<file path="src/rtl/spi_mem_pkg.sv">
// spi_mem_pkg: shared constants and helpers for the SPI memory engine.
//   - SPI command opcodes
//   - FSM state encodings (IDLE / SHIFT / FINISH / DONE)
//   - xfer_len(): maps a request byte count to a total SPI bit count plus a legal flag
package spi_mem_pkg;

    localparam logic [7:0] SPI_READ_CMD  = 8'h03;
    localparam logic [7:0] SPI_WRITE_CMD = 8'h02;

    typedef logic [1:0] state_t;
    localparam state_t ST_IDLE   = 2'd0;
    localparam state_t ST_SHIFT  = 2'd1;
    localparam state_t ST_FINISH = 2'd2;
    localparam state_t ST_DONE   = 2'd3;

    typedef struct packed {
        logic       legal;
        logic [6:0] bits;   // 8-bit command + 24-bit address + 8*num_bytes data
    } xfer_len_t;

    function automatic xfer_len_t xfer_len(input logic [2:0] num_bytes);
        xfer_len_t r;
        r.legal = 1'b1;
        r.bits  = 7'd0;
        case (num_bytes)
            3'd1:    r.bits = 7'd40;
            3'd2:    r.bits = 7'd48;
            3'd4:    r.bits = 7'd64;
            default: r.legal = 1'b0;
        endcase
        return r;
    endfunction

endpackage

</file>
<file path="src/rtl/spi_mem_engine_shifter.sv">
// spi_shifter: SPI mode-0 bit engine.
//   Serializes a 64-bit frame MSB first on mosi and deserializes miso into a
//   32-bit word. Each bit is two clocks: phase 0 (sclk low, mosi valid) and
//   phase 1 (sclk high). miso is sampled on the edge that raises sclk, but only
//   for bits past the 32-bit command/address header.
// Ports:
//   clk, rst         clock, synchronous active-high reset
//   load             start a frame (load_data, load_bits sampled)
//   load_data[63:0]  frame, left-justified
//   load_bits[6:0]   number of bits to send (>= 32)
//   miso             serial data in
//   sclk, mosi       registered SPI clock / data out
//   rx_data[31:0]    received word (cleared on load)
//   busy             frame in progress
//   last_bit         high during the final phase-1 clock of the frame
module spi_shifter
    import spi_mem_pkg::*;
(
    input  logic        clk,
    input  logic        rst,
    input  logic        load,
    input  logic [63:0] load_data,
    input  logic [6:0]  load_bits,
    input  logic        miso,
    output logic        sclk,
    output logic        mosi,
    output logic [31:0] rx_data,
    output logic        busy,
    output logic        last_bit
);

    logic [63:0] sreg;
    logic [6:0]  count;      // bits remaining, including the current one
    logic [6:0]  data_bits;  // bits remaining once the header is out
    logic        phase;
    logic        busy_q;

    assign busy     = busy_q;
    assign last_bit = busy_q & phase & (count == 7'd1);

    always_ff @(posedge clk) begin
        if (rst) begin
            sreg      <= '0;
            count     <= '0;
            data_bits <= '0;
            phase     <= 1'b0;
            busy_q    <= 1'b0;
            sclk      <= 1'b0;
            mosi      <= 1'b0;
            rx_data   <= '0;
        end else if (load) begin
            sreg      <= load_data;
            count     <= load_bits;
            data_bits <= load_bits - 7'd32;
            phase     <= 1'b0;
            busy_q    <= 1'b1;
            sclk      <= 1'b0;
            mosi      <= load_data[63];
            rx_data   <= '0;
        end else if (busy_q) begin
            if (!phase) begin
                phase <= 1'b1;
                sclk  <= 1'b1;
                // count <= data_bits means bit index >= 32: header already sent
                if (count <= data_bits)
                    rx_data <= {rx_data[30:0], miso};
            end else begin
                phase <= 1'b0;
                sclk  <= 1'b0;
                sreg  <= {sreg[62:0], 1'b0};
                count <= count - 7'd1;
                if (count == 7'd1) begin
                    busy_q <= 1'b0;
                    mosi   <= 1'b0;     // line parks low once the frame ends
                end else begin
                    mosi   <= sreg[62];
                end
            end
        end
    end

endmodule

</file>
<file path="src/rtl/spi_mem_engine.sv">
// spi_mem_engine: turns one CPU memory request into an SPI read/write of
// 1, 2 or 4 bytes on flash (cs1) or RAM (cs2).
// Ports:
//   clk, rst               clock, synchronous active-high reset
//   start_request          level request, held until request_done
//   is_write, num_bytes,
//   target_address,
//   write_value            request fields, sampled when the request is accepted
//   fetched_value[31:0]    read data; first byte received lands in the top used byte
//   request_done           completion flag, held until start_request drops
//   sclk, mosi, miso       SPI bus (mode 0)
//   cs1, cs2               flash / RAM chip selects, active low
module spi_mem_engine
    import spi_mem_pkg::*;
#(
    parameter int         ADDRESS_SIZE = 18,
    parameter logic [7:0] READ_CMD     = SPI_READ_CMD,
    parameter logic [7:0] WRITE_CMD    = SPI_WRITE_CMD
) (
    input  logic                    clk,
    input  logic                    rst,
    input  logic                    start_request,
    input  logic                    is_write,
    input  logic [2:0]              num_bytes,
    input  logic [ADDRESS_SIZE-1:0] target_address,
    input  logic [31:0]             write_value,
    output logic [31:0]             fetched_value,
    output logic                    request_done,
    output logic                    sclk,
    output logic                    mosi,
    input  logic                    miso,
    output logic                    cs1,
    output logic                    cs2
);

    state_t      state;
    xfer_len_t   len;
    logic [23:0] addr24;
    logic [31:0] tx_data;
    logic [63:0] frame;
    logic        load;
    logic        busy;
    logic        last_bit;

    always_comb begin
        addr24 = '0;
        addr24[ADDRESS_SIZE-2:0] = target_address[ADDRESS_SIZE-2:0];
    end

    // Store data goes out byte 0 first; reads shift zeros in the data slot.
    assign tx_data = is_write ? {write_value[7:0], write_value[15:8],
                                 write_value[23:16], write_value[31:24]} : 32'h0;
    assign frame   = {(is_write ? WRITE_CMD : READ_CMD), addr24, tx_data};
    assign len     = xfer_len(num_bytes);
    assign load    = (state == ST_IDLE) && start_request && len.legal;

    spi_shifter u_shifter (
        .clk       (clk),
        .rst       (rst),
        .load      (load),
        .load_data (frame),
        .load_bits (len.bits),
        .miso      (miso),
        .sclk      (sclk),
        .mosi      (mosi),
        .rx_data   (fetched_value),
        .busy      (busy),
        .last_bit  (last_bit)
    );

    always_ff @(posedge clk) begin
        if (rst) begin
            state        <= ST_IDLE;
            cs1          <= 1'b1;
            cs2          <= 1'b1;
            request_done <= 1'b0;
        end else begin
            case (state)
                ST_IDLE: begin
                    if (start_request) begin
                        if (len.legal) begin
                            state <= ST_SHIFT;
                            cs1   <= target_address[ADDRESS_SIZE-1];
                            cs2   <= ~target_address[ADDRESS_SIZE-1];
                        end else begin
                            // Illegal length: no bus activity; request_done
                            // follows from DONE on the next edge.
                            state <= ST_DONE;
                        end
                    end
                end
                ST_SHIFT: begin
                    // !busy only as a recovery guard; last_bit is the normal exit.
                    if (last_bit || !busy) begin
                        state <= ST_FINISH;
                        cs1   <= 1'b1;
                        cs2   <= 1'b1;
                    end
                end
                ST_FINISH: begin
                    state        <= ST_DONE;
                    request_done <= 1'b1;
                end
                default: begin  // ST_DONE
                    if (!start_request) begin
                        state        <= ST_IDLE;
                        request_done <= 1'b0;
                    end else begin
                        request_done <= 1'b1;
                    end
                end
            endcase
        end
    end

endmodule

</file>
<file path="config.mk">
export PLATFORM = sky130hd
export DESIGN_NAME = spi_mem_engine
export DESIGN_NICKNAME = d
export VERILOG_FILES = /design/src/rtl/spi_mem_pkg.sv /design/src/rtl/spi_mem_engine_shifter.sv /design/src/rtl/spi_mem_engine.sv
export SDC_FILE = /design/constraint.sdc
export NUM_CORES = 1
export LEC_CHECK = 0
export CORE_MARGIN = 2
export CORE_UTILIZATION = 50
export CTS_BUF_LIST = sky130_fd_sc_hd__clkbuf_16
export DETAILED_ROUTE_END_ITERATION = 8
export GPL_TIMING_DRIVEN = 0
export PLACE_DENSITY = 0.78
export SLEW_MARGIN = 20
export SYNTH_ARGS = -nofsm -noshare
export SYNTH_HDL_FRONTEND = slang
export SYNTH_SLANG_ARGS = --single-unit
export TNS_END_PERCENT = 1
</file>
<file path="constraint.sdc">
create_clock -name clk -period 2.1 [get_ports clk]
set_input_delay 0.63 -clock clk [delete_from_list [all_inputs] [get_ports clk]]
set_output_delay 0.63 -clock clk [all_outputs]
set_load 0.005 [all_outputs]
</file>
==> results of run 1 <==
cell usage in the layout (no fill, tap or decap), types with 6 or more instances in the layout:
master           netlist  final
nand2_1               37     36
a21oi_1               22     22
o211ai_1              35     35
nand3_1                6      6
mux2i_1               81     81
bufinv_16              0      6
o21ai_0                9      9
a211oi_1              82     82
inv_1                 10     10
ha_1                  11     11
dfxtp_1              114    112
clkbuf_16              0     17
nor2_1                17     17
clkbuf_1              35     18
clkbuf_2               0     14
nor3_1                21     21
buf_2                 13     15
clkdlybuf4s50_1        0     90
kinds of logic after synthesis:
logic type	count (synthesis)	synth area share
AO/OA/AOI/OAI	169	0.2297
XOR/XNOR	3	0.005010
adder cells (fa/ha/maj)	11	0.02624
buffers and inverters	66	0.05248
flip-flops	114	0.4351
multiplexers	81	0.1546
AND/OR/NAND/NOR	104	0.09685
flip-flops by register name (all words and copies together), names as in the netlist:
| register | cells |
|---|---|
| u_shifter.sreg | 63 |
| u_shifter.rx_data | 32 |
| u_shifter.count | 7 |
| u_shifter.data_bits | 4 |
| state | 2 |
| cs1 | 1 |
| cs2 | 1 |
| request_done | 1 |
| u_shifter.busy | 1 |
| u_shifter.mosi | 1 |
| u_shifter.sclk | 1 |
area by class of cell:
type	instances	area, um^2
Buffer	55	272.8
Timing Repair Buffer	93	928.4
Sequential cell	114	2285
Clock inverter	15	254.0
Clock buffer	17	425.4
Multi-Input combinational cell	368	2698
Inverter	11	41.29
Fill cell	762	3203
Tap cell	136	170.2
report_power, final:
group | switching (W) | leakage [nW] | total, W | internal, W
Combinational | 0.000819 | 1.52 | 0.00143 | 0.000615
Sequential | 0.000142 | 0.926 | 0.00251 | 0.00237
Clock | 0.00107 | 0.330 | 0.00331 | 0.00224
Total | 0.00203 | 2.77 | 0.00726 | 0.00523
critical path: cells and delay by family:
kind / cells / cell delay, ns
AO/OA/AOI/OAI: 2 / 0.44
buffers and inverters: 3 / 0.66
AND/OR/NAND/NOR: 1 / 0.44
multiplexers: 1 / 0.16
path summary, 6_finish.rpt:
check | start | endpoint | slack [ns] | depth (start not counted)
max | num_bytes[0] | u_shifter.rx_data[9] | 0.03 | 7
min | u_shifter.sreg[61] | u_shifter.sreg[62] | 0.45 | 2
max reg2reg | u_shifter.count[3] | u_shifter.rx_data[3] | 0.10 | 8
min reg2reg | u_shifter.sreg[61] | u_shifter.sreg[62] | 0.45 | 2
what timing repair did:
action / CTS / global route
resized for setup: 16 / 31
pin swaps: 1 / 1
setup endpoints to repair: 105 / 90
layer usage:
metal,track usage,vias up
met5,0,-
met4,0.1104,0
met3,0.05702,38
met2,0.4135,149
met1,0.3193,2225
li1,-,2303
metrics by stage:
step / instances / setup TNS, ns / area, um^2 / hold WS, ns
2_1_floorplan: 548 / 0 / 5245 / 0.4220
3_3_place_gp: 777 / -59.16 / 6346 / 0.4355
3_5_place_dp: 777 / -65.09 / 6346 / 0.4464
4_1_cts: 809 / -0.009500 / 7047 / 0.4543
5_1_grt: 809 / -0.1714 / 7074 / 0.4695
6_report: 809 / 0 / 7074 / 0.4499
==> out/metrics.cfg, run 1 <==
[yosys]
syn_avg_cell_area_um2 = 9.571
yosysUniqueCellTypes = 49
synth-edff-count = 0
synth_area_mm2 = 0.005245
synth_top_area_frac = 0.4351
synthArstFlopShare = 0
yosysMostFrequentCell = dfxtp_1
syn_inst = 548
synth.area.top_cells = dfxtp_1, mux2i_1, a211oi_1, o211ai_1, nand2_1
ys_seq_area_frac = 0.4351
synth_nets = 617
yosysWarningCount = 0
synth_top_area_cell = dfxtp_1
netlist_top_cells_count = dfxtp_1, a211oi_1, mux2i_1, nand2_1
synth_flop_cell = dfxtp_1
synth_seq_cells = 114

[global_routing]
grt_pass1_wl_um = 22780
track_usage = 0.2527
grt_pass1_vias = 4687
gr-total-overflow = 0
antenna_found_initial = 0
grt_max_degree = 17

[cts]
cts_tree = done
cts_root_buf = clkbuf_16
cts.sinks = 114
cts_buffer_depth = 2
clkTransAtPathRegs_ns = 0.06
clkLatencyLatePin_ns = 0.41
cts_htree_levels = 4
cts_made_buffers = 17
holdBufCountCts = 0
post_cts_buffers = 0

[sta]
hold_viol_final = 0
clock_skew_ns = 0.01187
fmax_mhz = 483.1
rsz0062_at_grt = yes
fin_crit_sh = 0.9856
finalSetupViolCount = 0
max_slew_margin = 0.5535
finalWorstSetupSlack_ns = 0.03021
worst_pin_slew_ns = 0.6698
slew_violations = 0
period_needed_ns = 2.070

[drt]
initialDrtViolationCount = 226
wire_per_inst_um = 17.24
wl_met1_um = 6188
wl_met2_um = 6674
detail-route-antenna-nets = 0
vias_per_cell = 5.828
topRoutingLayerUsed = met4
dr.pass1.iters = 6
wl_um = 13950
vias = 4715
wl_met3_um = 689
drc_errors = 0

[worst_setup_path]
critPathLaunchType = input pin
critPathCaptureType = flop
max_stage_delay_ns = 0.44
path_cells = dlygate4sd2_1 -> or3b_1 -> o21a_1 -> buf_6 -> clkbuf_2 -> o211ai_1 -> mux2i_1
crit_slowest_cell = or3b_1
crit_fanout = 10
cp.arrival_ns = 2.34
worstSetupPathType = in2reg
crit_required_ns = 2.37

[cells_and_area]
num-nets-final = 729
post-route-util = 0.6883
area_growth_pct = 34.88
diodes = 0
drive_gt1_frac = 0.1085

[flow_run]
drv_cap = 0

[floorplanning]
io_pins = 95
die_h_um = 106.4
fp.dieArea_mm2 = 0.01133
start_util = 0.5103
die_x_um = 106.4
rows = 37
core_area_mm2 = 0.01028

[place]
io_buffers = 93
routabilityCongestion = 0.8721
dp_hpwl_um = 9551
dp_slack_ns = -0.6907

[power]
p_leak_nw = 2.772
p_total_w = 0.007259
vdd_drop_max_v = 0.0007112
powerDensity_mw_per_mm2 = 1026

[status]
outcome = finished, final reports clean

[worst_hold_path]
worstHoldPathType = reg2reg

No activity file was read; power rests on OpenSTA's default activity.
==> run 2, diff against run 1 <==
- ABC_AREA: default -> 1
- SKIP_CTS_REPAIR_TIMING: default -> 1
==> run 2 against run 1 <==
Compared with the run above:
- global-route usage decreased by 2.0 points
- clock skew decreased by 0.0045 ns
- register-to-register slack gained 0.20 ns
- fmax rose by 0.83%
- setup slack better by 0.017 ns
- sequential power is 6% higher
- highest routed layer unchanged
- largest power group is now registers
- critical path depth fell by 6
==> out/metrics.cfg, run 2 <==
[status]
outcome = finished, final reports clean

[worst_setup_path]
cp.arrival_ns = 1.42
max_stage_delay_ns = 0.58
critPathLaunchType = flop
path_buf_inv = 1
crit_required_ns = 1.47
critPathTopFamily = buffers and inverters
crit_slowest_cell = clkdlybuf4s50_1
crit_fanout = 5
path_cells = clkdlybuf4s50_1
worstSetupPathType = reg2out
critPathCaptureType = output pin

[cells_and_area]
mostFrequentLayoutCells = nand2_1, dfxtp_1, nand3_1
top_regs = u_shifter.sreg (63), u_shifter.rx_data (32), u_shifter.count (7)
largest_register_ffs = 63
num-nets-final = 887
diodes = 0
area_growth_pct = 31.10
post-route-util = 0.6671
top_register = u_shifter.sreg
fill_cells = 864
drive_gt1_frac = 0.1023
final_common_cell = nand2_1

[sta]
slew_violations = 0
fmax_mhz = 487.1
worst_pin_slew_ns = 0.5380
period_needed_ns = 2.053
rsz0062_at_grt = no
max_slew_margin = 0.6400
finalSetupViolCount = 0
hold_viol_final = 0
fin_crit_sh = 0.9775
clock_skew_ns = 0.007383

[floorplanning]
die_h_um = 106.0
die_x_um = 106.0
io_pins = 95
fp.dieArea_mm2 = 0.01124
start_util = 0.5089
rows = 37
core_area_mm2 = 0.01023

[yosys]
synth.area.top_cells = dfxtp_1, nand3_1, nand2_1, a21oi_1, o21ai_0
synth_top_area_frac = 0.4384
yosysMostFrequentCell = nand2_1
yosysWarningCount = 0
synth_area_mm2 = 0.005206
synth_nets = 776
netlist_top_cells_count = nand2_1, dfxtp_1, nand3_1, a21oi_1, o21ai_0
syn_inst = 707
syn_avg_cell_area_um2 = 7.364
synth-edff-count = 0
yosysUniqueCellTypes = 32
synth_seq_cells = 114
ys_seq_area_frac = 0.4384
synth_top_area_cell = dfxtp_1
synthArstFlopShare = 0
synth_flop_cell = dfxtp_1

[cts]
cts_buffer_depth = 2
clkTransAtPathRegs_ns = 0.05
clkLatencyLatePin_ns = 0.41
cts_root_buf = clkbuf_16
cts_tree = done
cts_made_buffers = 17
cts_htree_levels = 4
cts.sinks = 114

[drt]
dr.pass1.iters = 4
wl_um = 12610
wire_per_inst_um = 13.04
detail-route-antenna-nets = 0
vias = 5097
initialDrtViolationCount = 263
vias_per_cell = 5.271
drc_errors = 0

[place]
dp_hpwl_um = 8713
io_buffers = 92
routabilityCongestion = 0.8360

[power]
swShare = 0.3163
power_frac_seq = 0.370
clkPwrFrac = 0.357
powerDensity_mw_per_mm2 = 1051
p_comb_frac = 0.273
p_total_w = 0.007176
internal_power_w = 0.004906
power.switching_w = 0.002270
p_leak_nw = 2.812
vdd_drop_max_v = 0.0005673

[global_routing]
track_usage = 0.2326
antenna_found_initial = 0
grt_pass1_wl_um = 21530
grt_max_degree = 17
grt_pass1_vias = 4824
gr-total-overflow = 0

[flow_run]
drv_cap = 0

[worst_hold_path]
worstHoldPathType = reg2reg

[run 2: power groups by stage]
stage | clock (W) | combinational, W | sequential (W)
after CTS | 0.00257 | 0.00196 | 0.00265
after global placement | 0 | 0.00188 | 0.00268
final | 0.00256 | 0.00196 | 0.00265
after detailed placement | 0 | 0.00194 | 0.00269
after floorplan | 0 | 0.00131 | 0.00266
after global routing | 0.00269 | 0.00223 | 0.00269
[run 2: area by class of cell]
class | count | area, um^2 | area share
clock buffer | 17 | 425.4 | 0.06233
tap | 136 | 170.2 | 0.02493
timing repair buffer | 92 | 920.9 | 0.1349
multi-input combinational | 483 | 2430 | 0.3560
buffer | 51 | 270.3 | 0.03960
clock inverter | 15 | 102.6 | 0.01503
inverter | 59 | 224.0 | 0.03281
sequential | 114 | 2282 | 0.3344
[run 2: worst paths after layout]
path,cells past startpoint,slack (ns),end,startpoint
setup / recovery,1,0.05,sclk,u_shifter.sclk
hold / removal,2,0.46,cs2,cs2
setup reg to reg,8,0.30,u_shifter.rx_data[14],u_shifter.count[0]
hold reg to reg,2,0.46,cs2,cs2
[run 2: cell families (layout without fill, tap and decap cells)]
logic type	count (synthesis)	count (layout)	synth area share
adder cells (fa/ha/maj)	11	11	0.02644
buffers and inverters	110	234	0.09493
flip-flops	114	114	0.4384
AND/OR/NAND/NOR	287	287	0.2384
AO/OA/AOI/OAI	184	184	0.2002
XOR/XNOR	1	1	0.001683
[run 2: stage by stage]
step	setup TNS (ns)	instance area (um^2)	std cells	hold slack [ns]	worst slack [ns]
2_1_floorplan	0	5206	707	0.4220	0.5194
3_3_place_gp	-9.243	6297	935	0.4337	-0.1324
5_1_grt	0	6825	967	0.4824	0.01337
4_1_cts	0	6825	967	0.4610	0.06071
3_5_place_dp	-13.30	6297	935	0.4476	-0.1745
6_report	0	6825	967	0.4552	0.04715
[run 2: per-layer routing]
metal	vias up	share of wire	GRT usage	wire length [um]
met5	-	0	0	0
met4	0	0.010	0.07707	131
met3	14	0.052	0.04905	660
met2	137	0.48	0.4000	6078
met1	2354	0.46	0.2908	5737
li1	2592	-	-	-
